===== src/rtl/pipe_chain.sv =====
`default_nettype none
// ============================================================================
//  Module      : pipe_chain
//  Description : In-order pipeline skeleton. A chain of DEPTH payload
//                registers with per-stage valid bits, per-stage hold and
//                kill-younger flush. Stalls propagate locally, so empty
//                stages (bubbles) collapse instead of stalling the pipe.
//                Stage 0 is the youngest (entry), stage DEPTH-1 the oldest
//                (exit).
//  Ports       :
//    clk          rising-edge clock
//    rst          asynchronous active-high reset
//    in_valid     entry offers payload to stage 0
//    in_data      entry payload
//    in_ready     stage 0 accepts this cycle
//    hold_i       bit i: stage i keeps its entry
//    flush_i      bit k: kill stages 0..k this cycle
//    out_valid    stage DEPTH-1 offers payload
//    out_data     stage DEPTH-1 payload
//    out_ready    consumer accepts
//    stage_valid  registered valid bits
//    stage_data   stage i payload at [i*WIDTH +: WIDTH]
//    occupancy    number of valid stages
//    retire_cnt   completed output transfers (wraps)
//  Revision    : 1.0 - initial release
// ============================================================================
module pipe_chain #(
  parameter int WIDTH = 32,
  parameter int DEPTH = 5
) (
  input  logic                       clk,
  input  logic                       rst,
  input  logic                       in_valid,
  input  logic [WIDTH-1:0]           in_data,
  output logic                       in_ready,
  input  logic [DEPTH-1:0]           hold_i,
  input  logic [DEPTH-1:0]           flush_i,
  output logic                       out_valid,
  output logic [WIDTH-1:0]           out_data,
  input  logic                       out_ready,
  output logic [DEPTH-1:0]           stage_valid,
  output logic [DEPTH*WIDTH-1:0]     stage_data,
  output logic [$clog2(DEPTH+1)-1:0] occupancy,
  output logic [31:0]                retire_cnt
);

  localparam int OCC_W = $clog2(DEPTH+1);

  logic [DEPTH-1:0]            valid_q;
  logic [DEPTH-1:0]            valid_d;
  logic [DEPTH-1:0][WIDTH-1:0] data_q;
  logic [DEPTH-1:0][WIDTH-1:0] data_d;
  logic [31:0]                 retire_cnt_q;
  logic [31:0]                 retire_cnt_d;

  logic [DEPTH-1:0]            kill;      // stage is killed this cycle
  logic [DEPTH-1:0]            move;      // stage hands its entry onward
  logic [DEPTH:0]              acc;       // stage can take a new entry
  logic [DEPTH-1:0]            enter;     // an entry arrives at stage i
  logic [DEPTH-1:0][WIDTH-1:0] incoming;  // payload offered to stage i

  // Kill mask: a flush on stage k also kills every younger stage, so the
  // mask is a suffix-OR running from the oldest stage down to stage 0.
  // Acceptance ripples from the consumer back to the entry; this is the
  // intended combinational out_ready -> in_ready path.
  always_comb begin
    kill = '0;
    move = '0;
    acc  = '0;
    kill[DEPTH-1] = flush_i[DEPTH-1];
    for (int i = DEPTH-2; i >= 0; i--) begin
      kill[i] = flush_i[i] | kill[i+1];
    end
    acc[DEPTH] = out_ready;
    for (int i = DEPTH-1; i >= 0; i--) begin
      move[i] = valid_q[i] & ~hold_i[i] & ~kill[i] & acc[i+1];
      acc[i]  = ~valid_q[i] | move[i];
    end
  end

  // Any flush sets kill[0], which discards the entry offer even though
  // in_ready may still read high.
  always_comb begin
    enter       = '0;
    incoming    = '0;
    enter[0]    = in_valid & acc[0] & ~kill[0];
    incoming[0] = in_data;
    for (int i = 1; i < DEPTH; i++) begin
      enter[i]    = move[i-1];
      incoming[i] = data_q[i-1];
    end
  end

  // Next state: kill beats arrival beats departure. Data only ever loads
  // on arrival; kill and drain touch the valid bit alone.
  always_comb begin
    valid_d = valid_q;
    data_d  = data_q;
    for (int i = 0; i < DEPTH; i++) begin
      if (kill[i]) begin
        valid_d[i] = 1'b0;
      end else if (enter[i]) begin
        valid_d[i] = 1'b1;
        data_d[i]  = incoming[i];
      end else if (move[i]) begin
        valid_d[i] = 1'b0;
      end
    end
  end

  always_comb begin
    retire_cnt_d = retire_cnt_q;
    if (out_valid && out_ready) begin
      retire_cnt_d = retire_cnt_q + 32'd1;
    end
  end

  always_ff @(posedge clk or posedge rst) begin
    if (rst) begin
      valid_q      <= '0;
      data_q       <= '0;
      retire_cnt_q <= '0;
    end else begin
      valid_q      <= valid_d;
      data_q       <= data_d;
      retire_cnt_q <= retire_cnt_d;
    end
  end

  always_comb begin
    occupancy = '0;
    for (int i = 0; i < DEPTH; i++) begin
      occupancy = occupancy + OCC_W'(valid_q[i]);
    end
  end

  assign in_ready    = acc[0];
  assign out_valid   = valid_q[DEPTH-1] & ~hold_i[DEPTH-1] & ~kill[DEPTH-1];
  assign out_data    = data_q[DEPTH-1];
  assign stage_valid = valid_q;
  assign stage_data  = data_q;
  assign retire_cnt  = retire_cnt_q;

endmodule
`default_nettype wire

===== config.mk =====
export PLATFORM = sky130hd
export DESIGN_NAME = pipe_chain
export DESIGN_NICKNAME = d
export VERILOG_FILES = /design/src/rtl/pipe_chain.sv
export SDC_FILE = /design/constraint.sdc
export NUM_CORES = 1
export LEC_CHECK = 0
export ABC_AREA = 1
export CAP_MARGIN = 0
export CORE_UTILIZATION = 49
export CTS_BUF_LIST = sky130_fd_sc_hd__clkbuf_16
export DETAILED_ROUTE_END_ITERATION = 6
export HOLD_SLACK_MARGIN = 0.15
export PLACE_DENSITY = 0.85
export REMOVE_ABC_BUFFERS = 1
export SETUP_SLACK_MARGIN = 0.15
export SLEW_MARGIN = 20
export SYNTH_ARGS = -nofsm -noshare
export SYNTH_HDL_FRONTEND = slang
export SYNTH_SLANG_ARGS = --single-unit
export TNS_END_PERCENT = 1

===== constraint.sdc =====
create_clock -name clk -period 18.9 [get_ports clk]
set_input_delay 2.835 -clock clk [delete_from_list [all_inputs] [get_ports clk]]
set_output_delay 2.835 -clock clk [all_outputs]
set_load 0.005 [all_outputs]

==> reports/summary.md, run 1 <==
Minimum period implied by the final worst setup slack: 11.35 ns. The tools report the initial antenna violation count as 0. The number of design-rule violations left by the first detailed-router iteration was 406; the cell area power density was 74.6 mW/mm2. After detailed placement, the total cell area comes to 0.0111 mm2. The number of flip-flops and latches in the synthesized netlist is 197, and the full die area is 0.0175 mm2.

The tools report the count of final max-slew check failures as 0. The post-layout total power came out at 869 uW. The family with the most delay on the worst path was simple AND/OR/NAND/NOR gates. Summing all non-filler instances in the final layout gives an area of 0.0117 mm2.

The average cell area after synthesis was 11.0 um2; the placer congestion estimate was 0.894. The data required time at the worst endpoint is 16.07 ns. The die is 132 um wide.

The area share of the largest cell type after synthesis was 0.591. Launching element type of the critical path: a primary input. The first TritonRoute pass finished after 5 iterations. The run gives 0 as the number of failing setup endpoints in the final timing report. Initial cell density of the core: 0.503. The tools report the endpoint kind of the worst setup timing path as an output pin.

Setup repair after global routing left no endpoint under its margin. The worst register-to-register path begins at stage_valid[4]. The run gives 23300 um as the total wire length. Clock tree synthesis selected as its root buffer the cell sky130_fd_sc_hd__clkbuf_16. Yosys printed 0 warnings.

For the number of buffers inserted by post-CTS setup repair, the log shows 0. The area growth from synthesis to layout is 39.7%. The maximum buffer depth of the clock tree was 2. Ranked by total cell area, the synthesized netlist is headed by sky130_fd_sc_hd__dfrtp_1 (59%), sky130_fd_sc_hd__mux2_2 (13%), sky130_fd_sc_hd__nand2_1 (8.2%).

The CTS buffer count was 17. The peak per-stage delay on the critical path came out at 0.75 ns. The core region is 0.0166 mm2. The run gives 0 ns as the total negative slack for setup checks. The flow ran to the end, and the final reports show no timing, DRC or antenna violations.

Critical path's slowest cell: sky130_fd_sc_hd__nand2_2. Timing would allow up to 88.1 MHz. The signal on the critical path passes through clkdlybuf4s50_1 > inv_2 > nand4_2 > nand2_1 > nand2_2 > nand2_1 > nand2_2 > nand2_1 > nand2_2 > nand2_2 > nand2_4 > nand2_4 > clkdlybuf4s50_1.

Leakage power: 5.63 nW. The total routing usage reported by global routing was 0.272; the total overflow reported by the global router was 0. The worst setup path is of the primary input to output pin kind.

The first global-routing pass estimated 36300 um of wire. TritonCTS built the clock tree. The startpoint of the tightest hold check path was retire_cnt[28]. The die is 132 um tall. The mapped netlist covers 0.00834 mm2.

The floorplan has 47 rows. Synthesis produced a netlist whose cell count is 760. For this run, design rule violations remaining after detail routing come to 0. The actual slew at the worst max-slew pin is 1.01 ns.

Gates resized during post-CTS repair numbered 0. Via count normalized by instance count: 5.23. In this run the remaining antenna-violating nets after routing total 0. The biggest area contributor in the post-synthesis netlist is sky130_fd_sc_hd__dfrtp_1. Detailed routing inserted a total of 6459 vias. The pin count of the biggest net entering global routing is 136, and the number of distinct library cell variants in the gate-level netlist after synthesis is 31.

Along the worst path, the maximum fanout reaches 35. After clock tree synthesis, the clock-pin slew on the worst setup and hold paths is 0.07 ns. For the count of endpoints failing hold in the final timing report, the log shows 0. The most numerous cell type found on the critical path is sky130_fd_sc_hd__nand2_2. The via count of the first global-routing pass was 6535. The share of synthesized area occupied by flip-flops and latches is 0.591. The min-delay analysis places its worst path in the category register to register.

The most common cell after layout, fill and taps aside was sky130_fd_sc_hd__clkdlybuf4s50_1. Leaving out fill and tap cells, the most frequent cells in the layout are sky130_fd_sc_hd__clkdlybuf4s50_1 (279), sky130_fd_sc_hd__dfrtp_1 (197), sky130_fd_sc_hd__nand2_1 (182). The final clock skew was 0.0133 ns; the source-to-sink clock delay at the later pin of the worst-skew pair was 0.43 ns.

The logs give 0 for the max-cap violation count and 4 for the count of H-tree levels built during CTS. Buffers placed on the I/O ports in this run total 279. The run gives 16100 um as the final HPWL from detailed placement. The share of final-layout standard cells stronger than drive strength 1 was 0.144.

Counting both buffers and inverters, the worst setup path holds a total of 3. The share of the clock period used by the worst path after layout was 0.601. Hold repair after CTS inserted 0 buffers. The logs give 0 for the number of diodes and 197 for the CTS sink count.

Data on the critical path arrives at its endpoint at 8.52 ns. For this design the top-level I/O count stands at 280. The routed wire length per instance came out at 18.8 um.

Tracing the worst setup path back leads to its startpoint at flush_i[4]. The worst max-slew margin expressed relative to the limit came out at 0.327. The net count of the finished layout is 1051.

The peak supply drop came out at 0.0000627 V.
-- synth_stat cells, drive strengths merged --
cell    number
ha           2
xnor2        8
xor2        19
dfrtp      197
nor3        19
clkbuf       9
fa           2
nand4       10
and3         1
mux2        96
o21ai        7
nor4         2
nand3b       1
nor3b        3
a21oi        1
or2          1
inv         37
nand2      190
nor2        29
nand3       75
buf         51
-- where the power goes --
part	internal [mW]	total (mW)	switching (mW)	leakage (nW)
logic	0.0349	0.0616	0.0267	2.67
registers	0.434	0.447	0.0131	2.68
clock network	0.188	0.360	0.172	0.274
total	0.657	0.869	0.212	5.63
-- final cells by class --
type | instances | area [um2]
clock buffers | 17 | 425
clock inverters | 15 | 169
fillers | 1183 | 4930
inverters | 37 | 146
multi-input cells | 466 | 2890
flip-flops and latches | 197 | 4930
well taps | 220 | 275
repair buffers | 282 | 2820
-- path summary, 6_finish.rpt --
check | slack [ns] | endpoint | cells past startpoint
worst max-delay path | 7.55 | in_ready | 13
worst min-delay path | 0.50 | retire_cnt[28] | 1
worst max register to register | 13.01 | stage_data[31] | 13
worst min register to register | 0.50 | retire_cnt[28] | 1
max in group asynchronous | 14.52 | stage_data[34] | 3
min in group asynchronous | 3.02 | out_data[19] | 2
-- metal layers --
metal,wire (um),global-route usage,vias to the layer above,share of wire
li1,-,-,2940,-
met1,8750,0.317,3199,0.38
met2,12100,0.477,282,0.52
met3,1740,0.0743,38,0.075
met4,658,0.106,0,0.028
met5,0,0,-,0
-- cells by family (layout without fill, tap and decap cells) --
group / count (synthesis) / after routing / share of synthesized area
xor gates and xnor gates: 27 / 27 / 0.0284
AOI/OAI and AO/OA: 8 / 8 / 0.00480
DFF: 197 / 197 / 0.591
and+or+nand+nor: 331 / 331 / 0.176
muxes: 96 / 96 / 0.130
adders and majority gates: 4 / 4 / 0.00780
buffers and inverters: 97 / 351 / 0.0624
-- state kept, by name (all words and copies together) (netlist names) --
signal       cells
stage_valid      5
stage_data     128
retire_cnt      32
out_data        32
-- per-stage QoR --
step,util,setup WS (ns),std cells,hold WS [ns]
after CTS,0.703,7.45,1234,0.500
after detailed placement,0.667,7.48,1202,0.485
after global placement,0.667,7.65,1202,0.479
after global routing,0.703,7.11,1234,0.529
final,0.703,7.55,1234,0.495
after floorplan,-,10.23,700,0.483
No activity file was read; power rests on OpenSTA's default activity.
==> run 2, diff against run 1 <==
--- a/config.mk
+++ b/config.mk
@@ -7,11 +7,11 @@
 export LEC_CHECK = 0
 export ABC_AREA = 1
 export CAP_MARGIN = 0
-export CORE_UTILIZATION = 49
+export CORE_UTILIZATION = 46
 export CTS_BUF_LIST = sky130_fd_sc_hd__clkbuf_16
 export DETAILED_ROUTE_END_ITERATION = 6
 export HOLD_SLACK_MARGIN = 0.15
-export PLACE_DENSITY = 0.85
+export PLACE_DENSITY = 0.81
 export REMOVE_ABC_BUFFERS = 1
 export SETUP_SLACK_MARGIN = 0.15
 export SLEW_MARGIN = 20
==> constraint.sdc (replaced) <==
create_clock -name clk -period 10.95 [get_ports clk]
set_input_delay 1.6425 -clock clk [delete_from_list [all_inputs] [get_ports clk]]
set_output_delay 1.6425 -clock clk [all_outputs]
set_load 0.005 [all_outputs]
==> reports/summary.md, run 2 (synthesis results as in run 1) <==
Launching element type of the critical path: a primary input. On the critical path, the stage with the largest delay is an instance of sky130_fd_sc_hd__nand2_2. The top cell types in the final layout, fill and taps aside, are sky130_fd_sc_hd__clkdlybuf4s50_1 (279), sky130_fd_sc_hd__dfrtp_1 (197), sky130_fd_sc_hd__nand2_1 (182). The number of port buffers is 279 (unchanged), and the total overflow reported by the global router is 0 (unchanged). The depth of the worst hold-timing path came out at 2 (+1). Compared with the post-synthesis result, the final layout area differs by 40.1%.

Most common cell after layout, fill and taps aside: sky130_fd_sc_hd__clkdlybuf4s50_1. The flow ran to the end, and the final reports show no timing, DRC or antenna violations. The remaining antenna violation count after routing was 0 (unchanged); the final clock skew was 0.0106 ns (-0.00273 ns).

The wire length of the first global-routing pass is 35300 um (-2.8%). The total wire length is 22800 um (-1.8%). The placer congestion estimate came out at 0.863 (-3.5%).

Largest fanout on the critical path: 35 (unchanged). The logs give 17 (unchanged) for the CTS buffer count and 2.02 ns (-5.52 ns) for the slack of the critical path. The count of hold buffers inserted by post-cts repair is 0 (unchanged), and the max-cap violation count is 0 (unchanged). The run gives 281 (-31%) as the number of design-rule violations left by the first detailed-router iteration. The source-to-sink clock delay at the later pin of the worst-skew pair was 0.44 ns (about the same).

The reg-to-reg startpoint is stage_valid[4]. The routed wire length per instance is 18.4 um (-2.2%). Depth of the worst register-to-register path: 13 (unchanged). The count of final max-slew check failures is 0 (unchanged).

TritonCTS built the clock tree. The share of final-layout standard cells stronger than drive strength 1 came out at 0.144 (unchanged). The die span in y was 137 um (+3.2%); the flip-flop count of the largest register, all copies and words added was 128 (unchanged). The total routing usage reported by global routing is 0.256 (-0.0165). Width of the die: 137 um (+3.2%). Actual slew at the worst max-slew pin: 0.944 ns (-0.0616 ns). The critical path is of the primary input to output pin type. The signal arrival time at the worst endpoint is 7.28 ns (-1.24 ns), and the maximum buffer depth of the clock tree is 2 (unchanged). Number of gates given a new drive strength after cts: 0 (unchanged).

Library cell appearing most often on the critical path: sky130_fd_sc_hd__nand2_2. The via total after detailed routing came out at 6447 (-0.19%). Pin count of the biggest net entering global routing: 117 (-14%). The worst hold path terminates at stage_data[62].

The critical path goes through clkdlybuf4s50_1 > inv_2 > nand4_2 > nand2_1 > nand2_2 > nand2_1 > nand2_2 > nand2_1 > nand2_2 > nand2_2 > nand2_4 > nand2_4 > clkdlybuf4s50_1. The final worst hold slack came out at 0.503 ns (+0.00741 ns). The logs give 0 (unchanged) for the number of remaining DRC errors and 1.92 ns (-5.56 ns) for the setup slack at placement. The number of optimization iterations in the first detailed-route pass came out at 5 (unchanged). For the CTS sink count, the log shows 197 (unchanged). CTS clock-pin slew for the worst setup and hold paths: 0.07 ns (about the same).

The total number of nets in the final design came out at 1052 (+0.095%). The peak per-stage delay on the critical path was 0.72 ns (-0.03 ns). The worst register-to-register path ends at stage_data[18]. The worst max-slew margin expressed relative to the limit was 0.368 (+0.0412); the total negative slack for setup checks was 0 ns (unchanged).

The buffer and inverter count on the worst path was 3 (unchanged). The logs give 0.477 (-0.0257) for the initial cell density of the core and 1.51 mW (+74%) for the post-layout total power. Area after detailed placement: 0.0111 mm2 (about the same). The total non-filler cell area in the finished layout is 0.0117 mm2 (+0.27%). The initial antenna violation count was 1 (+1).

The number of buffers inserted by post-CTS setup repair is 0 (unchanged). The area of the placeable core was 0.0175 mm2 (+5.4%); the cell area power density was 129 mW/mm2 (+73%). The tools report the endpoint kind of the worst setup timing path as an output pin. For the worst setup slack for register-to-register paths, the log shows 4.99 ns (-8.02 ns). For the count of endpoints failing hold in the final timing report, the log shows 0 (unchanged). The logs give 9.31 ns (-6.76 ns) for the data required time at the worst endpoint and 4 (unchanged) for the count of H-tree levels built during CTS. The run gives 16200 um (about the same) as the final HPWL from detailed placement. The leakage power was 5.65 nW (+0.42%). The family with the most delay on the worst path is simple AND/OR/NAND/NOR gates. The number of failing setup endpoints in the final timing report is 0 (unchanged), and the top-level port count is 280 (unchanged).

The share of the clock period used by the worst path after layout came out at 0.815. The tree is rooted in a sky130_fd_sc_hd__clkbuf_16. The tightest min-delay check is of the register to register type. Via count normalized by instance count: 5.20 (-0.59%).

The tools report the startpoint of the tightest hold check path as stage_data[62]. The tools report the full die area as 0.0187 mm2 (+6.4%). The worst path needs 8.93 ns of the cycle, external delays included. The number of diodes was 0 (unchanged). Peak supply drop: 0.000112 V (+78%). For the fmax, the log shows 112 MHz.

Setup repair after global routing left no endpoint under its margin. The logs give 6377 (-2.4%) for the via count of the first global-routing pass and 48 (+2.1%) for the number of placement rows.
==> run 2: cell types whose count changed in the layout (fill, tap and decap cells not counted) <==
cell,previous run,this run
sky130_fd_sc_hd__buf_16,0,1
sky130_fd_sc_hd__inv_8,4,1
sky130_fd_sc_hd__clkinv_8,2,1
sky130_fd_sc_hd__inv_6,2,6
sky130_fd_sc_hd__bufinv_16,1,2
sky130_fd_sc_hd__clkinvlp_4,5,2
sky130_fd_sc_hd__clkinv_2,0,1
==> run 2: final cells by class <==
cell class / count / area [um2]
sequential: 197 / 4930
multi-input combinational: 466 / 2890
tap: 225 / 282
fill: 1307 / 5790
inverter: 37 / 146
clock buffer: 17 / 425
clock inverter: 14 / 166
timing repair buffer: 283 / 2840
==> run 2: worst max path at each step <==
stage	start	end	depth (start not counted)
finish	flush_i[4]	in_ready	13
global route	flush_i[4]	in_ready	13
CTS	flush_i[4]	in_ready	13
detailed placement	flush_i[4]	in_ready	13
global placement	flush_i[4]	in_ready	13
floorplan	rst	out_data[0]	1
==> run 2: worst reg2reg max path, stage by stage, from the launching register on <==
cell,delay [ns]
sky130_fd_sc_hd__dfrtp_1,0.48
sky130_fd_sc_hd__nand4_2,0.34
sky130_fd_sc_hd__nand2_1,0.14
sky130_fd_sc_hd__nand2_2,0.71
sky130_fd_sc_hd__nand2_1,0.18
sky130_fd_sc_hd__nand2_2,0.72
sky130_fd_sc_hd__nand2_1,0.18
sky130_fd_sc_hd__nand2_2,0.71
sky130_fd_sc_hd__nand2_2,0.66
sky130_fd_sc_hd__nand2_4,0.55
sky130_fd_sc_hd__nand2_4,0.36
sky130_fd_sc_hd__nand2_2,0.64
sky130_fd_sc_hd__nand2_1,0.13
sky130_fd_sc_hd__nand2_1,0.10
==> run 2: report_power, final <==
group / internal (mW) / switching, mW / leakage (nW)
Sequential: 0.750 / 0.0225 / 2.68
Clock: 0.342 / 0.288 / 0.284
Combinational: 0.0613 / 0.0460 / 2.68
Total: 1.15 / 0.357 / 5.65
==> run 2: per-layer routing <==
metal  part of all wire  GRT usage
met2               0.50      0.417
met5            0.00057          0
met3              0.087     0.0837
met1               0.39      0.311
met4              0.028      0.107
==> run 2: through the flow <==
step,instances,utilization
after floorplan,700,-
after CTS,1238,0.667
final,1239,0.668
after detailed placement,1207,0.633
after global routing,1239,0.668
after global placement,1207,0.633
==> run 3, diff against run 2 <==
==> constraint.sdc (replaced) <==
create_clock -name clk -period 8.55 [get_ports clk]
set_input_delay 1.2825 -clock clk [delete_from_list [all_inputs] [get_ports clk]]
set_output_delay 1.2825 -clock clk [all_outputs]
set_load 0.005 [all_outputs]
==> reports/summary.md, run 3 (synthesis results as in run 1) <==
The flow ran to the end, but the final reports show violations. The final reports fail on design-rule violations. The largest fanout on the critical path came out at 35 (unchanged). The full die area is 0.0187 mm2 (unchanged), and the peak per-stage delay on the critical path is 0.75 ns (+0.03 ns). The number of design-rule violations left by the first detailed-router iteration came out at 290 (+3.2%). The remaining antenna violation count after routing was 0 (unchanged). The number of inserted filler cells in the final layout is 1328 (+1.6%). The setup slack at placement was 1.63 ns (-0.284 ns).

The share of final-layout standard cells stronger than drive strength 1 came out at 0.145 (+0.000701). The count of endpoints failing hold in the final timing report came out at 0 (unchanged). The number of failing setup endpoints in the final timing report was 0 (unchanged). Switching fraction of total power: 0.248 (+0.0119). The library cell used most frequently in the layout, excluding fill and tap cells, is sky130_fd_sc_hd__clkdlybuf4s50_1. The cell area power density was 163 mW/mm2 (+26%). The most numerous cell type found on the critical path is sky130_fd_sc_hd__nand2_2. The tools report the source-to-sink clock delay at the later pin of the worst-skew pair as 0.43 ns (about the same).

The count of final max-slew check failures was 0 (unchanged); the CTS clock-pin slew for the worst setup and hold paths was 0.07 ns (about the same). The slack of the critical path was 1.70 ns (-0.327 ns); the number of buffers inserted by post-CTS setup repair was 0 (unchanged). Share of the clock period used by the worst path after layout: 0.802.

The placer congestion estimate was 0.839 (-2.7%); the area taken by flip-flops and latches was 0.00493 mm2 (unchanged). The combinational cell fraction of total power came out at 0.072 (about the same). The worst max-slew margin expressed relative to the limit is 0.334 (-0.0341).

Traced cell by cell, the critical path runs through clkdlybuf4s50_1 > inv_2 > nand4_2 > nand2_1 > nand2_2 > nand2_1 > nand2_2 > nand2_1 > nand2_2 > nand2_2 > nand2_4 > nand2_4 > clkdlybuf4s50_1. The relative area change from synthesis to final layout is 39.8%. The run gives 0 (unchanged) as the number of diodes. The number of placement rows came out at 48 (unchanged). The cell sitting at the root of the clock tree is a sky130_fd_sc_hd__clkbuf_16. Via count of the first global-routing pass: 6187 (-3.0%).

The final HPWL from detailed placement is 15900 um (-1.3%). For the count of H-tree levels built during CTS, the log shows 4 (unchanged). Timing would allow up to 146 MHz.

The worst setup path is launched from a primary input. The total wire length was 22600 um (-0.92%); the area used by multi-input combinational logic was 0.00289 mm2 (unchanged). The routed wire length per instance came out at 18.2 um (-1.1%). The CTS sink count was 197 (unchanged).

TritonCTS built the clock tree. The run gives 0.0175 mm2 (unchanged) as the area of the placeable core. Initial antenna violation count: 2 (+1). The critical path's slowest cell is sky130_fd_sc_hd__nand2_2. The worst setup path is captured at an output pin. The total routing usage reported by global routing was 0.254 (-0.00204). The flip-flop count of the largest register, all copies and words added came out at 128 (unchanged). The setup path with the least slack is of type primary input to output pin. The total number of nets in the final design is 1053 (+0.095%), and the net switching component of the power is 471 uW (+32%).

The via count normalized by instance count works out to 5.18 (-0.46%). The total negative slack for setup checks is 0 ns (unchanged). The number of gates given a new drive strength after cts came out at 0 (unchanged).

The via total after detailed routing was 6428 (-0.29%). The path class of the tightest hold or removal check is register to register. The total overflow reported by the global router is 0 (unchanged).

The die span in y is 137 um (unchanged), and the pin count of the biggest net entering global routing is 131 (+12%). The total non-filler cell area in the finished layout came out at 0.0117 mm2 (-0.25%). The library cells used most frequently in the layout, excluding fill and tap cells, are sky130_fd_sc_hd__clkdlybuf4s50_1 (279), sky130_fd_sc_hd__dfrtp_1 (197), sky130_fd_sc_hd__nand2_1 (182).

The final worst hold slack came out at 0.492 ns (-0.0105 ns). The number of remaining DRC errors is 2 (+2). The number of port buffers works out to 279 (unchanged). The logs give 0.477 (unchanged) for the initial cell density of the core and 0 (unchanged) for the max-cap violation count.

The tools report the peak supply drop as 0.000143 V (+28%). The logs give 0.667 (-0.00165) for the core occupancy in the finished layout and 0.520 (+0.008) for the fraction of power consumed by sequential logic. The CTS buffer count came out at 17 (unchanged). The top-level port count was 280 (unchanged).

The actual slew at the worst max-slew pin works out to 0.995 ns (+0.0509 ns). For the wire length of the first global-routing pass, the log shows 34900 um (-1.1%). Setup repair after global routing left no endpoint under its margin.

The area after detailed placement was 0.0111 mm2 (+0.14%); the count of hold buffers inserted by post-cts repair was 0 (unchanged). For the signal arrival time at the worst endpoint, the log shows 5.57 ns (-1.71 ns). The tools report the maximum buffer depth of the clock tree as 2 (unchanged). The final clock skew is 0.0148 ns (+0.00420 ns). The width of the die is 137 um (unchanged). The data required time at the worst endpoint is 7.27 ns (-2.04 ns), and the internal power component is 1.43 mW (+24%). The number of optimization iterations in the first detailed-route pass was 7 (+2); the leakage power was 5.64 nW (-0.14%). The smallest clock period supported by the final layout is computed as 6.85 ns.

The tools report the portion of total power attributed to the clock network as 0.408 (-0.009).
## run 3: changes by cell type in the layout (fill, tap and decap cells not counted)
cell / delta
sky130_fd_sc_hd__bufinv_16: -2
sky130_fd_sc_hd__buf_16: -1
sky130_fd_sc_hd__clkinvlp_4: -1
sky130_fd_sc_hd__clkinv_4: -2
sky130_fd_sc_hd__clkinv_1: +1
sky130_fd_sc_hd__inv_6: +1
sky130_fd_sc_hd__clkinv_8: +1
sky130_fd_sc_hd__clkinv_2: -1
sky130_fd_sc_hd__buf_4: +2
sky130_fd_sc_hd__inv_8: +4
## run 3: area by class of cell
cell class	count	area share
Sequential cell	197	0.423
Multi-Input combinational cell	466	0.248
Timing Repair Buffer	284	0.243
Clock buffer	17	0.0365
Tap cell	225	0.0242
Clock inverter	15	0.0129
Inverter	37	0.0126
## run 3: routing by layer
metal | wire length [um] | vias up | track usage
li1 | - | 2963 | -
met1 | 9080 | 3209 | 0.320
met2 | 11400 | 229 | 0.422
met3 | 1840 | 23 | 0.0796
met4 | 295 | 4 | 0.0648
met5 | 30 | - | 0
## run 3: path summary, 6_finish.rpt
check | from | to | slack (ns) | cells after the start
max | flush_i[4] | in_ready | 1.70 | 13
min | stage_data[35] | stage_data[35] | 0.49 | 2
max reg2reg | stage_valid[4] | stage_data[0] | 3.93 | 13
min reg2reg | stage_data[35] | stage_data[35] | 0.49 | 2
max in group asynchronous | rst | stage_data[126] | 5.67 | 3
min in group asynchronous | rst | out_data[17] | 1.44 | 2
## run 3: stage by stage
step,instances,power (mW)
floorplan,700,1.04
global placement,1209,1.14
detailed placement,1209,1.14
CTS,1241,1.92
global route,1241,1.97
finish,1241,1.90
## run 3: power groups by stage
stage	combinational, mW	sequential [mW]	clock [mW]
global placement	0.135	1.00	0
CTS	0.138	0.987	0.790
finish	0.136	0.988	0.776
detailed placement	0.137	1.00	0
floorplan	0.0373	1.00	0
global route	0.148	0.991	0.831
## run 3: worst max-delay path: cells and delay by family
family                 cells  cell delay [ns]
AND/OR/NAND/NOR           10             3.13
buffers and inverters      3             1.13
